===== src/rtl/dmem_arbiter.sv =====
// Data-memory port arbiter: core priority, bounded external wait, locked bursts.
// Optional stall statistics counter enabled by DMEM_ARB_STATS_EN.
module dmem_arbiter #(
   parameter int ADDR_W    = 32,
   parameter int DATA_W    = 32,
   parameter int MAX_WAIT  = 4,
   parameter int MAX_BURST = 8
) (
   input  logic              clk,
   input  logic              rst,
   input  logic              cpu_req,
   input  logic              cpu_we,
   input  logic [ADDR_W-1:0] cpu_addr,
   input  logic [DATA_W-1:0] cpu_wd,
   output logic [DATA_W-1:0] cpu_rd,
   output logic              cpu_stall,
   input  logic              ext_req,
   input  logic              ext_we,
   input  logic              ext_lock,
   input  logic [ADDR_W-1:0] ext_addr,
   input  logic [DATA_W-1:0] ext_wd,
   output logic              ext_gnt,
   output logic              ext_rvalid,
   output logic [DATA_W-1:0] ext_rdata,
   output logic              mem_we,
   output logic [ADDR_W-1:0] mem_addr,
   output logic [DATA_W-1:0] mem_wd,
   input  logic [DATA_W-1:0] mem_rd
`ifdef DMEM_ARB_STATS_EN
   ,
   input  logic              stats_clr,
   output logic [31:0]       stall_cycles
`endif
);

   localparam int WW = $clog2(MAX_WAIT + 1);
   localparam int BW = $clog2(MAX_BURST + 1);

   typedef enum logic {S_CPU, S_BURST} state_t;

   state_t        state;
   logic [WW-1:0] wait_cnt;
   logic [BW-1:0] burst_cnt;
   logic          wait_full;
   logic          burst_last;

   assign wait_full  = (wait_cnt == WW'(MAX_WAIT));
   // burst_cnt grants are done; the one in this cycle closes the run at MAX_BURST
   assign burst_last = ((int'(burst_cnt) + 1) >= MAX_BURST);

   always_comb begin
      ext_gnt = ext_req &&
                ((state == S_BURST) || !cpu_req || wait_full);
   end

   assign cpu_stall = cpu_req && ext_gnt;
   assign cpu_rd    = mem_rd;

   always_comb begin
      if (ext_gnt) begin
         mem_we   = ext_we && !rst;
         mem_addr = ext_addr;
         mem_wd   = ext_wd;
      end else begin
         mem_we   = cpu_req && cpu_we && !rst;
         mem_addr = cpu_addr;
         mem_wd   = cpu_wd;
      end
   end

   always_ff @(posedge clk) begin
      if (rst) begin
         state      <= S_CPU;
         wait_cnt   <= '0;
         burst_cnt  <= '0;
         ext_rvalid <= 1'b0;
         ext_rdata  <= '0;
      end else begin
         ext_rvalid <= ext_gnt && !ext_we;
         if (ext_gnt && !ext_we)
            ext_rdata <= mem_rd;

         if (ext_gnt || !ext_req)
            wait_cnt <= '0;
         else if (!wait_full)
            wait_cnt <= wait_cnt + WW'(1);

         case (state)
            S_CPU: begin
               if (ext_gnt && ext_lock && (MAX_BURST > 1)) begin
                  state     <= S_BURST;
                  burst_cnt <= BW'(1);
               end
            end
            S_BURST: begin
               if (ext_req && ext_lock && !burst_last) begin
                  burst_cnt <= burst_cnt + BW'(1);
               end else begin
                  state     <= S_CPU;
                  burst_cnt <= '0;
                  wait_cnt  <= '0;
               end
            end
            default: begin
               state     <= S_CPU;
               burst_cnt <= '0;
            end
         endcase
      end
   end

`ifdef DMEM_ARB_STATS_EN
   always_ff @(posedge clk) begin
      if (rst || stats_clr)
         stall_cycles <= '0;
      else if (cpu_stall && (stall_cycles != 32'hFFFF_FFFF))
         stall_cycles <= stall_cycles + 32'd1;
   end
`endif

endmodule


===== config.mk =====
export PLATFORM = sky130hd
export DESIGN_NAME = dmem_arbiter
export DESIGN_NICKNAME = d
export VERILOG_FILES = /design/src/rtl/dmem_arbiter.sv
export SDC_FILE = /design/constraint.sdc
export NUM_CORES = 1
export LEC_CHECK = 0
export ABC_AREA = 1
export BUFFER_PORTS_ARGS = -buffer_cell sky130_fd_sc_hd__buf_2
export CAP_MARGIN = 20
export CORE_AREA = 2 2 117 119
export CTS_CLUSTER_DIAMETER = 40
export CTS_CLUSTER_SIZE = 8
export DETAILED_ROUTE_END_ITERATION = 16
export DIE_AREA = 0 0 119 121
export PLACE_DENSITY = 0.5
export SYNTH_ARGS = -nofsm -noshare
export SYNTH_HDL_FRONTEND = slang
export SYNTH_SLANG_ARGS = --single-unit
export TNS_END_PERCENT = 30

===== constraint.sdc =====
create_clock -name clk -period 1.5 [get_ports clk]
set_input_delay 0.225 -clock clk [delete_from_list [all_inputs] [get_ports clk]]
set_output_delay 0.225 -clock clk [all_outputs]
set_load 0.01 [all_outputs]

== Word level (Yosys, flattened, before mapping) ==
Cells that the tools add are included.

* Register bits: 41
* Input bits: 167
* Word-level logic and storage cells: 42

* Add/subtract/negate cells: 3
* $lt $le $gt $ge: 1
* Equality and inequality tests: 2
* Muxes and demuxes: 13
* Bitwise logic cells: 1
* Reduce and logical (&&, ||, !) cells: 17

{| class="wikitable"
|+ Operator list
! operator !! number
|-
| $mux 32 || 2
|-
| $mux 3 || 4
|-
| $logic_and 1x1->1 || 9
|-
| $mux 4 || 2
|-
| $pmux 4 s2 || 1
|-
| $add 4x1->5 const B || 1
|-
| $ge 5x4->1 const B || 1
|-
| $logic_not 1->1 || 5
|-
| $add 4x1->4 const B || 1
|-
| $add 3x1->3 const B || 1
|-
| $eq 3x3->1 const B || 1
|-
| $logic_or 1x1->1 || 3
|-
| $mux 1 || 3
|-
| $ne 2x2->1 const B || 1
|-
| $pmux 1 s2 || 1
|-
| $not 1->1 || 1
|}

== Logic depth before layout (Yosys ltp) ==
Gate-level depths: netlist (run 1).

* Depth after elaboration: 8
* Depth in mapped cells: 11
* Mapped depth without buffers: 10

== Worst setup path before layout (run 1) ==
OpenSTA, ideal clock, no wires.

* Path kind: register to output
* Start: register wait_cnt[0]
* End: output port mem_addr[0]
* Arrival: 1.317 ns
* Data required time: 1.275 ns
* Slack: -0.042 ns
* Stages on the path, launching flop included: 10
* Buffers on the path: 2
* Cell sequence: dfxtp_1 > inv_1 > ha_1 > nand2_1 > nand3_2 > nand2_1 > buf_2 > buf_2 > nand2_1 > nand2_1

* Longest elaborated chain between the ends: 4

{| class="wikitable"
|+ Ends and longest elaborated chain
! item !! RTL line !! text
|-
| from (decl) || 42 || <nowiki>logic [WW-1:0] wait_cnt;</nowiki>
|-
| from (signal assigned) || 86 || <nowiki>wait_cnt <= wait_cnt + WW'(1);</nowiki>
|-
| $eq 3x3->1 || 47 || <nowiki>assign wait_full = (wait_cnt == WW'(MAX_WAIT));</nowiki>
|-
| $logic_or 1x1->1 || 53 || <nowiki>((state == S_BURST) || !cpu_req || wait_full);</nowiki>
|-
| $logic_and 1x1->1 || 52 || <nowiki>ext_gnt = ext_req &&</nowiki>
|-
| $mux 32 || 60 || <nowiki>if (ext_gnt) begin</nowiki>
|-
| to (decl) || 26 || <nowiki>output logic [ADDR_W-1:0] mem_addr,</nowiki>
|}

No other way between the ends.

== Worst setup path in the final report (run 1) ==
* Start: register wait_cnt[0]
* End: output port mem_addr[12]

The elaborated chain is that of the path after synthesis.

==> impl_results.md, run 1 <==
- Clock sink count: 41
- Most common cell after layout, fill and taps aside: sky130_fd_sc_hd__buf_2
- XOR/XNOR share of the synthesized area: 0.667%
- Number of nets in the layout: 881
- Lkg Pwr: 2.96 nW
- Worst path buffer plus inverter count: 4
- Residual DRC: 0
- Clk buf depth: 2
- Hold Crit Class: in -> reg
- CP Class: reg -> out
- Number of fill cells in the layout: 1426
- Flops & latches, synth: 41
- Die outline width: 119 µm
- Drt total wl: around 12000 µm
- Worst slack on hold paths: 0.139 ns
- Post-detailed-placement half-perimeter wirelength: 8900 µm
- Core utilization of the finished layout: approximately 39%
- Setup repair after global routing missed its margin: true
- Largest net degree at the start of global routing: 35
- Total global routing track utilization: between 10% and 20%
- TritonCTS Buffers: 5
- Drt initial violations: between 150 and 200
- Critical path startpoint category: flip-flop
- CP max stage delay: 0.33 ns
- Post-synth cell types: 22
- Kind of end point of the critical path: primary output
- Worst IR Drop VDD: 0.722 mV
- Number of stages on the worst hold path: 3
- Starting density of the core: 20.1%
- Min cycle time layout: 1.86 ns
- Top delay family on crit path: buffers and inverters
- Routed wire per std cell: 13.8 µm
- Number of setup violations in the final report: a little under 100
- Full die area: 0.0144 mm²
- Max-Slew Margin vs Limit: 71.1%
- Number of slew-limit violations in the final report: 0
- Avg Inst Size Synth: 6.00 µm²
- Sum Neg Setup Slack: -21.14 ns
- Post-synthesis simple-gate area fraction: 48.9%
- Std-Cell Rows: 42
- Count of TritonRoute iterations in the first routing pass: 4
- Crit path depth: 10
- Violated checks: negative setup slack
- # diodes: 0
- Clock tree skew after final layout: 0.00185 ns
- Via count of the first global-routing pass: around 3500
- Syn Std Cell Area: between 0.002 and 0.003 mm²
- Critical path fanouts, max: 8
- Initial antenna violation count: 0
- Multiplexer share of the synthesized area: 0%
- Tcrit/Tclk final: 124%
- Power Density: 703 mW/mm²
- Area growth, synth to finish: 92.4%
- Clock insertion delay at the later pin of the skew report: 0.28 ns
- CTS clk-pin slew, worst paths: 0.06 ns
- Arrival time of data at the critical path endpoint: 1.63 ns
- Ports placed on the boundary: 299
- Final WS setup: -0.356 ns
- Area fraction in compound gates after synthesis: 1.14%
- First-pass GRT wire length: 18300 µm
- Outcome: finished with violations
- Number of port buffers: roughly 300
- Fraction of final layout cells sized beyond drive strength 1: between 50% and 60%
- PnR Total Power: approximately 3.6 mW
- Mapped Nets: 609
- Max Cap Violations: 0
- Cell chain of the critical path: inv_2 -> ha_4 -> nand2_4 -> nand3_4 -> nand2_8 -> buf_6 -> buf_12 -> nand2_2 -> nand2_2 -> buf_6
- TritonCTS clock tree: yes
- Number of cells traversed by the worst register-to-register path: 10
- Routed Antenna Nets: 0
- Root Buffer Master: sky130_fd_sc_hd__clkbuf_16
- Peak clock frequency supported by timing: about 0.54 GHz
- Synth Warn #: 0
- Slew at the pin closest to its max-slew limit: 0.434 ns
- CTS H-tree depth: 2
- Grt total ovfl: 0
- Cell with the largest stage delay on the worst path: sky130_fd_sc_hd__dfxtp_2
- Total number of vias: 3659
- Top library cells by usage in the layout, fill and taps aside: sky130_fd_sc_hd__buf_2, sky130_fd_sc_hd__nand2_1, sky130_fd_sc_hd__nand2_2
- Data required time of the worst path: 1.27 ns
- Combinational family with the most area after synthesis: simple AND/OR/NAND/NOR gates
- Final number of hold-violating endpoints: 0
- Adder-Cell Fraction of Synth Area: between 1.5 and 2%
- Cell count after synthesis: 438
- Gp weighted congestion: 0.862
- Chip height: 121 µm
- Register area share after synthesis: 31.3%
- Mean number of vias per cell: 4.13
- Floorplan core area: 0.0131 mm²
## metal layers
metal | share of wire, % | track usage (%) | vias to the layer above
met5 | 0 | 0 | -
met2 | 49 | 29.1 | 191
met3 | 8.5 | 3.99 | 21
met1 | 40 | 18.5 | 1596
li1 | - | - | 1851
met4 | 2.6 | 5.73 | 0
## area by class of cell
| class | count | area (µm²) | share of cell area, % |
|---|---|---|---|
| flip-flops and latches | 41 | 823 | 16.3 |
| clock buffers | 8 | 136 | 2.70 |
| inverters | 11 | 48.8 | 0.966 |
| multi-input cells | 331 | 1770 | 35.0 |
| repair buffers | 320 | 2060 | 40.7 |
| well taps | 176 | 220 | 4.36 |
## through the flow
| stage | instance area, µm² | worst slack [ns] | cells |
|---|---|---|---|
| after floorplan | 2740 | -0.000680 | 438 |
| after CTS | 4930 | -0.414 | 888 |
| after global routing | 5050 | -0.422 | 887 |
| after global placement | 4170 | -0.169 | 867 |
| after detailed placement | 4170 | -0.176 | 867 |
| final | 5050 | -0.356 | 887 |
## sequential cells by signal (all words and copies together) (netlist names)
signal      count
burst_cnt       4
ext_rdata      32
ext_rvalid      1
state           1
wait_cnt        3
## Yosys cell counts
master	number	area (µm²)
sky130_fd_sc_hd__buf_2	11	55.1
sky130_fd_sc_hd__nand3_1	36	180
sky130_fd_sc_hd__inv_1	8	30.0
sky130_fd_sc_hd__xnor2_1	1	8.76
sky130_fd_sc_hd__nand3_2	1	10.0
sky130_fd_sc_hd__dfxtp_1	41	821
sky130_fd_sc_hd__inv_2	2	7.51
sky130_fd_sc_hd__nand2_1	270	1010
sky130_fd_sc_hd__buf_4	37	278
sky130_fd_sc_hd__a21oi_1	5	25.0
sky130_fd_sc_hd__nand2_4	1	11.3
sky130_fd_sc_hd__clkinv_1	1	3.75
sky130_fd_sc_hd__buf_6	3	33.8
sky130_fd_sc_hd__nor2_8	1	20.0
sky130_fd_sc_hd__nand4_1	3	18.8
sky130_fd_sc_hd__nor2_1	5	18.8
sky130_fd_sc_hd__nor3_1	1	5.00
sky130_fd_sc_hd__clkbuf_1	4	15.0
sky130_fd_sc_hd__xor2_1	1	8.76
sky130_fd_sc_hd__nand3b_1	1	7.51
sky130_fd_sc_hd__o21ai_0	1	5.00
sky130_fd_sc_hd__ha_1	4	50.1
## worst paths after layout
kind	end	slack, ns	start
setup / recovery	mem_addr[12]	-0.36	wait_cnt[0]
hold / removal	ext_rdata[1]	0.14	mem_rd[1]
setup reg to reg	ext_rdata[21]	-0.11	wait_cnt[0]
hold reg to reg	ext_rdata[5]	0.46	ext_rdata[5]
## power by group
group          switching, mW  internal, mW
Combinational          0.702         0.676
Sequential            0.0235          1.13
Clock                  0.400         0.618
## worst reg2reg max path, delay by kind of cell (launching register included)
kind                     cells  cell delay [ns]
buffers and inverters        2             0.18
adder cells (fa/ha/maj)      1             0.13
AND/OR/NAND/NOR              7             0.91
flip-flops                   1             0.32
## repair_timing
item	4_1_cts	5_1_grt
buffers inserted	7	1
cloned	6	0
endpoints found under the setup margin	100	108
gates resized for setup	95	45
pin swaps	15	16
hold buffers	0	0
## cells by family (layout without fill, tap and decap cells)
| kind of cell | count (synthesis) | after routing |
|---|---|---|
| AOI/OAI and AO/OA | 6 | 6 |
| xor gates and xnor gates | 2 | 2 |
| adders and majority gates | 4 | 4 |
| buffers and inverters | 66 | 339 |
| DFF | 41 | 41 |
| and+or+nand+nor | 319 | 319 |
(Power assumes the default switching activity.)
==> run 2: changes to the inputs <==
Settings changed: ABC_AREA 1 to 0, CORE_AREA 2 2 117 119 to 2 2 115 117, DIE_AREA 0 0 119 121 to 0 0 117 119, PLACE_DENSITY 0.5 to 0.53.
==> run 2 against run 1 <==
The flow still finishes with violations (negative setup slack). Worst hold slack improved by 0.0037 ns. Clock-buffer cell count decreased by 2. Sequential share of layout area hardly changed. Power grew 2.0%. First-iteration DRC count fell by 71%. Sequential cell count is the same. Critical path type unchanged. Largest cell class unchanged. Highest routed layer unchanged.
==> impl_results.md, run 2 <==
- Final number of hold-violating endpoints: 0 (unchanged)
- Peak clock frequency supported by timing: 0.445 GHz (-17%)
- Number of nets in the layout: 756 (-14%)
- Flops & latches, synth: 41 (unchanged)
- Syn Std Cell Area: 0.00277 mm² (+5.6%)
- Number of setup violations in the final report: 70 (-29%)
- Initial antenna violation count: 1 (+1)
- Total number of vias: 3206 (-12%)
- Commonest cells in the netlist: sky130_fd_sc_hd__nand2_1, sky130_fd_sc_hd__dfxtp_1, sky130_fd_sc_hd__mux2_2
- Full die area: 0.0139 mm² (-3.3%)
- First-pass GRT wire length: 16400 µm (-11%)
- Power Density: 717 mW/mm² (+2.0%)
- Post-synth cell types: 34 (+55%)
- Root Buffer Master: sky130_fd_sc_hd__clkbuf_16
- Tcrit/Tclk final: 150% (+26 points)
- Avg Inst Size Synth: 9.30 µm² (+55%)
- Number of port buffers: 298 (unchanged)
- Chip height: 119 µm (-1.7%)
- Grt total ovfl: 0 (unchanged)
- Critical path startpoint category: flip-flop
- Most frequent cell after synthesis: sky130_fd_sc_hd__nand2_1
- Synth Warn #: 0 (unchanged)
- TritonCTS clock tree: yes
- Violated checks: negative setup slack
- Arrival time of data at the critical path endpoint: 2.02 ns (+0.39 ns)
- Floorplan core area: 0.0129 mm² (-1.6%)
- Worst IR Drop VDD: 0.633 mV (-12%)
- CTS clk-pin slew, worst paths: 0.06 ns (about the same)
- Number of cells after detailed placement: 746 (-14%)
- Max-Slew Margin vs Limit: 74.4% (+3.4 points)
- Critical path fanouts, max: 17 (+9)
- Hold-fix buffers at CTS: 0 (unchanged)
- Fraction of final layout cells sized beyond drive strength 1: 70.6% (+11 points)
- Flip-flop count of the largest register, all copies and words added: 32 (unchanged)
- Cell count after synthesis: 298 (-32%)
- Worst slack on hold paths: 0.143 ns (+0.00366 ns)
- Synth top area share: 29.6% (-9.0 points)
- Final WS setup: -0.747 ns (-0.391 ns)
- CTS H-tree depth: 2 (unchanged)
- Slew at the pin closest to its max-slew limit: 0.374 ns (-0.0600 ns)
- Area growth, synth to finish: 82.3%
- Routed wire per std cell: 15.0 µm (+8.4%)
- Lkg Pwr: 2.67 nW (-9.8%)
- Hold Crit Class: in -> reg
- Drt total wl: 11500 µm (-6.7%)
- Top library cells by usage in the layout, fill and taps aside: sky130_fd_sc_hd__buf_2, sky130_fd_sc_hd__nand2_1, sky130_fd_sc_hd__buf_6
- Mapped Nets: 469 (-23%)
- Post-detailed-placement half-perimeter wirelength: 9340 µm (+4.9%)
- Ports placed on the boundary: 299 (unchanged)
- Number of fill cells in the layout: 1288 (-9.7%)
- Async set-reset flop share out of synthesis: 0% (unchanged)
- Sum Neg Setup Slack: -46.38 ns (-25.24 ns)
- Count of flip-flops with a built-in enable after synthesis: 0 (unchanged)
- Std-Cell Rows: 42 (unchanged)
- Dominant cell type by area after synthesis: sky130_fd_sc_hd__dfxtp_1
- Gp weighted congestion: 0.818 (-5.1%)
- Clock sink count: 41 (unchanged)
- Number of slew-limit violations in the final report: 0 (unchanged)
- Outcome: finished with violations
- Setup repair after global routing missed its margin: true
- CP Class: reg -> out
- Largest net degree at the start of global routing: 65 (+86%)
- Total global routing track utilization: 15.1% (-1.0 points)
- Kind of end point of the critical path: primary output
- Clock tree skew after final layout: 0.00762 ns (+0.00576 ns)
- Most flop-heavy register: ext_rdata
- Via count of the first global-routing pass: 3220 (-8.9%)
- Mean number of vias per cell: 4.20 (+1.9%)
- Data required time of the worst path: 1.27 ns (about the same)
- Clock insertion delay at the later pin of the skew report: 0.28 ns (about the same)
- PnR Total Power: 3.62 mW (+2.0%)
- TritonCTS Buffers: 5 (unchanged)
- Min cycle time layout: 2.25 ns (+0.391 ns)
- Die outline width: 117 µm (-1.7%)
- Count of TritonRoute iterations in the first routing pass: 4 (unchanged)
- Clk buf depth: 2 (unchanged)
- Post-route non-filler standard cell count: 763 (-14%)
- Biggest area contributors in the synthesized netlist: sky130_fd_sc_hd__dfxtp_1, sky130_fd_sc_hd__mux2_2, sky130_fd_sc_hd__mux2i_1
- Dominant synthesized flop cell: sky130_fd_sc_hd__dfxtp_1
- Core utilization of the finished layout: 39.3% (+0.65 points)
- Most common cell after layout, fill and taps aside: sky130_fd_sc_hd__buf_2
- Starting density of the core: 21.5% (+1.5 points)
- Routed Antenna Nets: 0 (unchanged)
- Residual DRC: 0 (unchanged)
- Register area share after synthesis: 29.6% (-1.7 points)
- Largest registers ranked by flip-flop count: ext_rdata x32, burst_cnt x4, wait_cnt x3
- Drt initial violations: 50 (-71%)
- Max Cap Violations: 0 (unchanged)
[run 2: cell type report]
type / count / area (µm²) / share of cell area (%)
inverter: 9 / 36.3 / 0.718
clock inverter: 2 / 38.8 / 0.767
tap: 176 / 220 / 4.36
timing repair buffer: 329 / 2060 / 40.7
multi-input combinational: 199 / 1750 / 34.6
clock buffer: 6 / 129 / 2.55
sequential: 41 / 823 / 16.3
antenna: 1 / 2.50 / 0.0495
[run 2: report_power, final]
group	internal, mW	leakage, nW	total [mW]	switching (mW)
registers	1.13	0.334	1.15	0.0221
logic	0.711	2.26	1.24	0.529
clock network	0.789	0.0811	1.24	0.446
total	2.63	2.67	3.62	0.997
[run 2: stage by stage]
step	setup WS (ns)	cell area, µm²
floorplan	-0.260	2950
global placement	-0.444	4540
detailed placement	-0.462	4540
CTS	-0.767	4990
global route	-0.816	5050
finish	-0.747	5050
[run 2: routing by layer]
metal / share of wire (%) / track usage (%) / vias to the layer above
met2: 50 / 27.6 / 166
met4: 1.0 / 3.09 / 0
met5: 0 / 0 / -
met3: 7.7 / 3.10 / 8
met1: 41 / 18.0 / 1476
li1: - / - / 1556
[run 2: logic make-up after synthesis]
kind of cell,count (synthesis),synth area share [%]
mux,97,37.9
simple gates,85,12.6
buf+inv,58,14.1
flops,41,29.6
compound gates,13,4.02
fa+ha+maj,4,1.81
[run 2: worst max-delay path, stage by stage, from the launching register on]
cell,delay (ns)
sky130_fd_sc_hd__dfxtp_2,0.33
sky130_fd_sc_hd__inv_2,0.04
sky130_fd_sc_hd__ha_4,0.15
sky130_fd_sc_hd__a21bo_4,0.21
sky130_fd_sc_hd__o21ai_4,0.19
sky130_fd_sc_hd__buf_12,0.17
sky130_fd_sc_hd__buf_12,0.15
sky130_fd_sc_hd__mux2_2,0.34
sky130_fd_sc_hd__buf_2,0.14
[run 2: path summary, 6_finish.rpt]
| check | from | to | slack (ns) | cells past startpoint |
|---|---|---|---|---|
| worst min register to register | ext_rdata[29] | ext_rdata[29] | 0.46 | 2 |
| worst max-delay path | wait_cnt[1] | mem_wd[31] | -0.75 | 8 |
| worst max register to register | wait_cnt[1] | ext_rdata[15] | -0.02 | 8 |
| worst min-delay path | ext_we | ext_rvalid | 0.14 | 2 |
[run 2: what timing repair did]
item | 4_1_cts | 5_1_grt
buffers inserted | 5 | 2
resized for setup | 42 | 9
endpoints found under the setup margin | 99 | 101
cloned | 1 | 0
pin swaps | 1 | 1
